<file path="src/rtl/tdm_pkg.sv">
// rtl/tdm_pkg.sv - shared TDM line constants and framing state encoding
package tdm_pkg;

  localparam int NUM_CH = 4;
  localparam int SLOT_W = 2;

  // Shared with the 4:1 transmitter, so the encoding is fixed explicitly
  typedef enum logic {
    ST_HUNT = 1'b0,
    ST_LOCK = 1'b1
  } tdm_state_t;

endpackage

</file>
<file path="src/rtl/tdm_chan_sr.sv">
// rtl/tdm_chan_sr.sv - one channel deserialising shift register (MSB first)
module tdm_chan_sr #(
  parameter int WORD_W = 8
) (
  input  logic              clk,
  input  logic              rst,
  input  logic              clr,
  input  logic              shift_en,
  input  logic              d,
  output logic [WORD_W-1:0] word_next
);

  logic [WORD_W-1:0] q;

  // Clear together with shift starts a fresh word with d as its first bit
  always_comb begin
    word_next = q;
    if (clr) begin
      word_next = shift_en ? {{(WORD_W-1){1'b0}}, d} : '0;
    end else if (shift_en) begin
      word_next = {q[WORD_W-2:0], d};
    end
  end

  always_ff @(posedge clk) begin
    if (rst) begin
      q <= '0;
    end else begin
      q <= word_next;
    end
  end

endmodule

</file>
<file path="src/rtl/tdm_demux1to4.sv">
// rtl/tdm_demux1to4.sv - 1:4 TDM receive demultiplexer; TDM_DEMUX_ERR_EN builds the sticky ERR register
module tdm_demux1to4
  import tdm_pkg::*;
#(
  parameter int WORD_W = 8
) (
  input  logic              clk,
  input  logic              rst,
  input  logic              D,
  input  logic              FS,
  output logic [WORD_W-1:0] O0,
  output logic [WORD_W-1:0] O1,
  output logic [WORD_W-1:0] O2,
  output logic [WORD_W-1:0] O3,
  output logic              V,
  output logic [SLOT_W-1:0] S,
  output logic              LOCK,
  output logic              ERR
);

  localparam int CNT_W = (WORD_W > 1) ? $clog2(WORD_W) : 1;
  localparam logic [CNT_W-1:0]  LAST_BIT  = CNT_W'(WORD_W - 1);
  localparam logic [SLOT_W-1:0] LAST_SLOT = SLOT_W'(NUM_CH - 1);

  tdm_state_t        state_q, state_d;
  logic [SLOT_W-1:0] slot_q;
  logic [CNT_W-1:0]  bit_q;
  logic              first_q;
  logic              acquire, resync, miss, word_done, sr_clr;
  logic [NUM_CH-1:0] shift_en;
  logic [WORD_W-1:0] word_next [NUM_CH];

  always_ff @(posedge clk) begin
    if (rst) begin
      state_q <= ST_HUNT;
    end else begin
      state_q <= state_d;
    end
  end

  always_comb begin
    state_d = state_q;
    case (state_q)
      ST_HUNT: if (FS) state_d = ST_LOCK;
      ST_LOCK: if (miss) state_d = ST_HUNT;
      default: state_d = ST_HUNT;
    endcase
  end

  always_comb begin
    acquire   = (state_q == ST_HUNT) && FS;
    resync    = (state_q == ST_LOCK) && FS && (slot_q != '0);
    // The first frame boundary after acquisition tolerates an absent sync
    miss      = (state_q == ST_LOCK) && !FS && (slot_q == '0) && !first_q;
    word_done = (state_q == ST_LOCK) && !FS && (slot_q == LAST_SLOT) && (bit_q == LAST_BIT);
    sr_clr    = acquire || resync || miss;
    shift_en  = '0;
    if (acquire || resync) begin
      shift_en[0] = 1'b1;
    end else if ((state_q == ST_LOCK) && !miss) begin
      shift_en[slot_q] = 1'b1;
    end
    LOCK = (state_q == ST_LOCK);
    S    = slot_q;
  end

  for (genvar c = 0; c < NUM_CH; c++) begin : g_ch
    tdm_chan_sr #(.WORD_W(WORD_W)) u_sr (
      .clk       (clk),
      .rst       (rst),
      .clr       (sr_clr),
      .shift_en  (shift_en[c]),
      .d         (D),
      .word_next (word_next[c])
    );
  end

  always_ff @(posedge clk) begin
    if (rst) begin
      slot_q  <= '0;
      bit_q   <= '0;
      first_q <= 1'b0;
    end else if (acquire || resync) begin
      slot_q  <= SLOT_W'(1);
      bit_q   <= '0;
      if (acquire) first_q <= 1'b1;
    end else if (miss) begin
      slot_q  <= '0;
      bit_q   <= '0;
      first_q <= 1'b0;
    end else if (state_q == ST_LOCK) begin
      slot_q <= slot_q + SLOT_W'(1);
      if (slot_q == '0) first_q <= 1'b0;
      if (slot_q == LAST_SLOT) begin
        bit_q <= (bit_q == LAST_BIT) ? '0 : bit_q + CNT_W'(1);
      end
    end
  end

  // Channel 3's word_next already contains this cycle's LSB
  always_ff @(posedge clk) begin
    if (rst) begin
      O0 <= '0;
      O1 <= '0;
      O2 <= '0;
      O3 <= '0;
      V  <= 1'b0;
    end else begin
      V <= word_done;
      if (word_done) begin
        O0 <= word_next[0];
        O1 <= word_next[1];
        O2 <= word_next[2];
        O3 <= word_next[3];
      end
    end
  end

`ifdef TDM_DEMUX_ERR_EN
  logic err_q;

  always_ff @(posedge clk) begin
    if (rst) begin
      err_q <= 1'b0;
    end else if (resync || miss) begin
      err_q <= 1'b1;
    end
  end

  assign ERR = err_q;
`else
  assign ERR = 1'b0;
`endif

endmodule
</file>
<file path="config.mk">
export PLATFORM = sky130hd
export DESIGN_NAME = tdm_demux1to4
export DESIGN_NICKNAME = d
export VERILOG_FILES = /design/src/rtl/tdm_pkg.sv /design/src/rtl/tdm_chan_sr.sv /design/src/rtl/tdm_demux1to4.sv
export SDC_FILE = /design/constraint.sdc
export NUM_CORES = 1
export LEC_CHECK = 0
export CAP_MARGIN = 20
export CORE_ASPECT_RATIO = 1.75
export CORE_MARGIN = 1.5
export CORE_UTILIZATION = 40
export DETAILED_ROUTE_END_ITERATION = 10
export PLACE_DENSITY = 0.71
export REMOVE_ABC_BUFFERS = 1
export SLEW_MARGIN = 20
export SYNTH_ARGS = -nofsm -noshare
export SYNTH_HDL_FRONTEND = slang
export SYNTH_SLANG_ARGS = --single-unit
</file>
<file path="constraint.sdc">
create_clock -name clk -period 2.5 [get_ports clk]
set_input_delay 0.375 -clock clk [delete_from_list [all_inputs] [get_ports clk]]
set_output_delay 0.375 -clock clk [all_outputs]
set_load 0.01 [all_outputs]
</file>
==> impl_results.md, run 1 <==
- Die height: 116 um
- Setup TNS: 0 ps
- Hpwl dp: 3840 um
- Post-synth EDFFs: 0
- Post-synthesis register bit count: 71
- Req. time, crit path: 2120 ps
- Synth Instances: 298
- Layout cells sized above 1: 0.142
- Hold_buf cts: 0
- Final period util: 0.794
- Antenna violations before repair: 0
- # IOs: 41
- Yosys top cell by area: dfxtp_1
- Area fraction in compound gates after synthesis: 0.249
- Adder-Cell Fraction of Synth Area: 0.0258
- Syn Area/Cell: 9.76 um^2
- Setup repair after global routing missed its margin: false
- Relative slew slack: 0.654
- Buffers & Inverters on Critical Path: 1
- CTS resizes: 0
- Logic pwr share: 0.048
- Fmax: 0.504 GHz
- Status: finished, final reports clean
- DRC: 0
- DR vias/cell: 5.27
- Post-Synth XOR/XNOR Area: 0
- Initial Utilization: 0.408
- Post-CTS Setup Bufs: 0
- CTS tree: built
- Worst Setup Start Kind: flip-flop
- Area grow syn2layout: 22.8%
- CTS Buf Count: 9
- Internal: 0.00187 W
- Final hold viol count: 0
- Main combinational cell family by area after synthesis: compound AO/OA/AOI/OAI gates
- Max FO, Critical Path: 16
- DR WL/cell: 13.5 um
- Seq pwr share: 0.482
- Top-count cell post-synth: dfxtp_1
- Sequential share of the synthesized area: 0.489
- Worst-margin pin slew: 518 ps
- Port Buffers: 39
- Routed vias: 2229
- Min cycle time layout: 1990 ps
- P_sw: 0.000514 W
- Overflow after GRT: 0
- Peak per-stage delay on the critical path: 640 ps
- Yosys warns: 0
- Routed WL: 5710 um
- Clk_lat worst skew: 330 ps
- Crit path depth: 1
- Leakage power: 1.29 nW
- Synth cell count leaders: dfxtp_1 (71), nand2_1 (39), a21oi_1 (30)
- Floorplan row count: 41
- Hold path depth: 2
- # setup viols final: 0
- Crit path kind: flip-flop to output port
- Synth Flop Type: dfxtp_1
- Antenna cell count: 0
- Final ANT Viol Nets: 0
- CTS root buf: clkbuf_16
- Gpl congestion: 0.755
- First-pass GRT wire length: 9270 um
- Vias in the first global route: 2076
- Max rail drop VDD: 0.398 mV
- Nets: 343
- CP Data Arrival Time: 1610 ps
- First-pass DRT Iterations: 6
- Clock slew at reported path FFs: 50 ps
- Cell Pwr Density: 668 nW/um^2
- CTS Buffer Depth: 2
- DIE AREA: 7810 um^2
- Reg2Reg Depth: 6
- GRT Total Usage: 0.160
- Hold Path Class: flip-flop to flip-flop
- Post-synth top area share: 0.489
- Top Family by Delay on Critical Path: flip-flops
- Die Span X: 67.5 um
- Mux share of post-synthesis cell area: 0.0241
- Core Footprint: 7130 um^2
- DRT iter0 DRCs: 147
- Synth Area in Simple Gates: 0.152
- Worst-path cell with the longest stage delay: dfxtp_1
- Fin util: 0.501
- H-tree level count: 3
- Max cap viols: 0
- Clk network pwr share: 0.470
- Post-Syn Area: 2910 um^2
- Switching share of power: 0.216
- Crit-path cells: clkdlybuf4s50_1
- Clock Skew: 3.77 ps
- Ys async rst share: 0
- Slew Limit Fails: 0
- Ranking of synthesized cells by area: dfxtp_1 (49%), a21oi_1 (5.2%), nand2_1 (5.0%)
- Setup crit end kind: output port
- Synth cell types: 34
- CTS sink cnt: 71
- Pin count of the biggest net entering global routing: 45
[cell type report]
type,instances,area (um^2)
fill,669,3560
multi-input combinational,200,1320
inverter,3,11.3
timing repair buffer,48,458
tap,86,108
sequential,71,1420
clock buffer,14,254
clock inverter,1,5.00
[registers in the layout (all words and copies together) (netlist names)]
| name | cells |
|---|---|
| LOCK | 1 |
| O0 | 8 |
| O1 | 8 |
| O2 | 8 |
| O3 | 8 |
| S | 2 |
| V | 1 |
| bit_q | 3 |
| first_q | 1 |
| g_ch.u_sr.q | 31 |
[kinds of logic after synthesis]
family	after synthesis
simple gates	96
compound gates	90
flops	71
buf+inv	27
mux	7
fa+ha+maj	6
other cells	1
[placed cells by master, fill, tap and decap left out, types with 6 or more instances in the layout]
cell type,count
a21oi_1,30
o211ai_1,11
buf_4,9
nand3b_1,6
a211oi_2,7
nor2_1,26
nand3_1,8
dfxtp_1,71
a21boi_0,11
clkdlybuf4s50_1,39
and3_1,12
o21ba_2,11
nand2_1,39
mux2i_1,7
a32oi_1,7
clkbuf_16,9
ha_1,6
[per-layer routing]
| layer | wire, um | share of wire | vias up | GRT usage |
|---|---|---|---|---|
| met5 | 0 | 0 | - | 0 |
| met4 | 81 | 0.014 | 0 | 0.0939 |
| met3 | 167 | 0.029 | 7 | 0.0427 |
| met2 | 2980 | 0.52 | 37 | 0.267 |
| met1 | 2480 | 0.43 | 1062 | 0.179 |
| li1 | - | - | 1123 | - |
[power by group through the flow]
stage / sequential, W / combinational (W) / clock [W]
after global placement: 0.00117 / 0.000115 / 0
after CTS: 0.00115 / 0.000117 / 0.00114
final: 0.00115 / 0.000116 / 0.00112
after detailed placement: 0.00117 / 0.000117 / 0
after floorplan: 0.00117 / 0.0000584 / 0
after global routing: 0.00115 / 0.000126 / 0.00119
[metrics by stage]
stage / setup WS [ps] / total power, W / cells / instance area [um^2] / hold WS (ps)
6_report: 514 / 0.00239 / 423 / 3570 / 451
5_1_grt: 443 / 0.00246 / 423 / 3570 / 467
4_1_cts: 494 / 0.00241 / 423 / 3570 / 455
3_5_place_dp: 457 / 0.00129 / 408 / 3310 / 444
3_3_place_gp: 501 / 0.00129 / 408 / 3310 / 443
2_1_floorplan: 247 / 0.00123 / 274 / 2750 / 436
[worst paths after layout]
path | slack, ps | endpoint | from
worst max-delay path | 510 | LOCK | LOCK
worst min-delay path | 450 | O3[5] | O3[5]
worst max register to register | 700 | g_ch[2].u_sr.q[0] | S[0]
worst min register to register | 450 | O3[5] | O3[5]
Power figures use the tool's default switching activity.
==> run 2: changes to the inputs <==
- PLACE_DENSITY: 0.71 -> 0.73
- clock period: 2.5 -> 1.6 ns (I/O delays scaled with it)
==> run 2 against run 1 <==
  * Die area did not move
  * Via count rose by 3.0%
  * Sequential share of layout area fell by 2.5 points
  * Critical path depth rose by 5
  * Routed wire length rose by 7.5%
  * Core utilization rose by 3.4 points
  * Setup slack got worse by 420 ps
  * Global-route usage rose by 0.74 points
  * Clock skew barely moved
  * Final area rose by 6.8%
  * Clock power rose by 70%
  * Cell count rose by 2.8%
  * Largest cell class unchanged
  * Highest routed layer unchanged
==> impl_results.md, run 2 (synthesis gave the netlist of run 1 again) <==
- Commonest non-fill, non-tap cell in the layout: dfxtp_1
- Max cap viols: 0 (unchanged)
- Overflow after GRT: 0 (unchanged)
- Routed vias: 2296 (+3.0%)
- Routed WL: 6140 um (+7.5%)
- Port Buffers: 39 (unchanged)
- Placed Area: 3450 um^2 (+4.2%)
- Hpwl dp: 4120 um (+7.5%)
- Min cycle time layout: 1510 ps
- Logic pwr share: 0.061 (+0.013)
- Layout filler cell count: 639 (-4.5%)
- CP Data Arrival Time: 1750 ps (+140 ps)
- Setup TNS: 0 ps (unchanged)
- Layout cells sized above 1: 0.212 (+0.0696)
- Seq pwr share: 0.454 (-0.028)
- Die Span X: 67.5 um (unchanged)
- DIE AREA: 7810 um^2 (unchanged)
- Hold Path Class: flip-flop to flip-flop
- Fmax: 0.663 GHz
- Internal: 0.00309 W (+65%)
- DRC: 0 (unchanged)
- Worst hold slack: 453 ps (+2.26 ps)
- CTS sink cnt: 71 (unchanged)
- Leakage power: 1.42 nW (+11%)
- CTS tree: built
- Post-CTS Setup Bufs: 0 (unchanged)
- Cell Pwr Density: 1030 nW/um^2 (+54%)
- Slew Limit Fails: 0 (unchanged)
- Setup repair after global routing missed its margin: false
- Antenna cell count: 0 (unchanged)
- Pin count of the biggest net entering global routing: 27 (-40%)
- Max FO, Critical Path: 12 (-4)
- Crit-path cells: ha_1, ha_2, and4b_2, buf_12, nor2_1, a311oi_2
- Cell Count, Final, Fillers Out: 435 (+2.8%)
- Fin area: 3810 um^2 (+6.8%)
- Area grow syn2layout: 31.2%
- # setup viols final: 0 (unchanged)
- Gpl congestion: 0.735 (-2.7%)
- Clk_lat worst skew: 320 ps (about the same)
- Initial Utilization: 0.408 (unchanged)
- CTS Buf Count: 9 (unchanged)
- Clock slew at reported path FFs: 50 ps (about the same)
- Largest register FFs: 31 (unchanged)
- Peak per-stage delay on the critical path: 330 ps (-310 ps)
- P_sw: 0.000846 W (+64%)
- Die height: 116 um (unchanged)
- First-pass GRT wire length: 9740 um (+5.1%)
- Vias in the first global route: 2089 (+0.63%)
- CTS Buffer Depth: 2 (unchanged)
- Leading cell types in the layout, fill and taps excluded: dfxtp_1 (69), nand2_1 (38), clkdlybuf4s50_1 (36)
- Final period util: 0.942
- Core Footprint: 7130 um^2 (unchanged)
- Worst Setup Start Kind: flip-flop
- Max rail drop VDD: 0.853 mV (+110%)
- First-pass DRT Iterations: 4 (-2)
- Switching share of power: 0.215 (-0.000557)
- Floorplan row count: 41 (unchanged)
- H-tree level count: 3 (unchanged)
- Biggest register: g_ch.u_sr.q
- CTS root buf: clkbuf_16
- Antenna violations before repair: 0 (unchanged)
- Setup crit end kind: flip-flop
- Req. time, crit path: 1840 ps (-280 ps)
- Final ANT Viol Nets: 0 (unchanged)
- Status: finished, final reports clean
- Crit path kind: flip-flop to flip-flop
- # IOs: 41 (unchanged)
- Final hold viol count: 0 (unchanged)
- Hold_buf cts: 0 (unchanged)
- Clk network pwr share: 0.484 (+0.014)
- Clock Skew: 3.42 ps (-0.351 ps)
- DR WL/cell: 14.1 um (+4.6%)
- Worst-path cell with the longest stage delay: dfxtp_1
- Fin util: 0.535 (+0.0339)
- GRT Total Usage: 0.168 (+0.00743)
- Inst Count DP: 418 (+2.5%)
- DR vias/cell: 5.28 (+0.16%)
- DRT iter0 DRCs: 102 (-31%)
- Nets: 354 (+3.2%)
==> run 2: changes by cell type in the layout (fill, tap and decap cells not counted), moves of 3 or more <==
cell             change
buf_12               +5
clkdlybuf4s50_1      -3
ha_2                 +3
ha_1                 -4
buf_4                +4
clkbuf_8             +3
clkbuf_1             -4
==> run 2: per-layer routing <==
metal / part of all wire / global-route usage / up-vias
met1: 0.43 / 0.201 / 1103
li1: - / - / 1146
met3: 0.027 / 0.0417 / 6
met4: 0.019 / 0.0776 / 0
met2: 0.52 / 0.277 / 41
met5: 0 / 0 / -
==> run 2: critical path: cells and delay by family (launching register included) <==
kind	cells	cell delay [ps]
buffers and inverters	1	150
AOI/OAI and AO/OA	1	220
and+or+nand+nor	2	380
DFF	1	330
adders and majority gates	2	340
==> run 2: power groups by stage <==
| stage | clock, W | sequential, W | combinational [W] |
|---|---|---|---|
| floorplan | 0 | 0.00184 | 0.0000912 |
| global placement | 0 | 0.00182 | 0.000230 |
| detailed placement | 0 | 0.00182 | 0.000234 |
| CTS | 0.00195 | 0.00179 | 0.000234 |
| global route | 0.00202 | 0.00179 | 0.000261 |
| finish | 0.00190 | 0.00179 | 0.000242 |
==> run 2: cell type report <==
class / count / area, um^2 / share of cell area
sequential: 71 / 1420 / 0.373
timing repair buffer: 59 / 628 / 0.165
clock buffer: 13 / 280 / 0.0735
multi-input combinational: 200 / 1350 / 0.353
inverter: 3 / 11.3 / 0.00295
tap: 86 / 108 / 0.0282
clock inverter: 3 / 15.0 / 0.00394
==> run 2: per-stage QoR <==
| stage | setup slack, ps | power (W) |
|---|---|---|
| 2_1_floorplan | -653 | 0.00193 |
| 3_3_place_gp | -59.1 | 0.00205 |
| 3_5_place_dp | -107 | 0.00206 |
| 4_1_cts | 25.6 | 0.00397 |
| 5_1_grt | 9.75 | 0.00407 |
| 6_report | 92.3 | 0.00393 |
==> run 2: timing repair <==
action / in CTS / in global routing
gates resized for setup: 2 / 13
gates cloned: 0 / 1
pin swaps: 0 / 1
endpoints found under the setup margin: 1 / 25
==> run 2: worst paths after layout <==
path	start	to	slack, ps	depth (start not counted)
hold reg to reg	O3[0]	O3[0]	450	2
hold / removal	O3[0]	O3[0]	450	2
setup reg to reg	bit_q[1]	O0[0]	90	6
setup / recovery	bit_q[1]	O0[0]	90	6
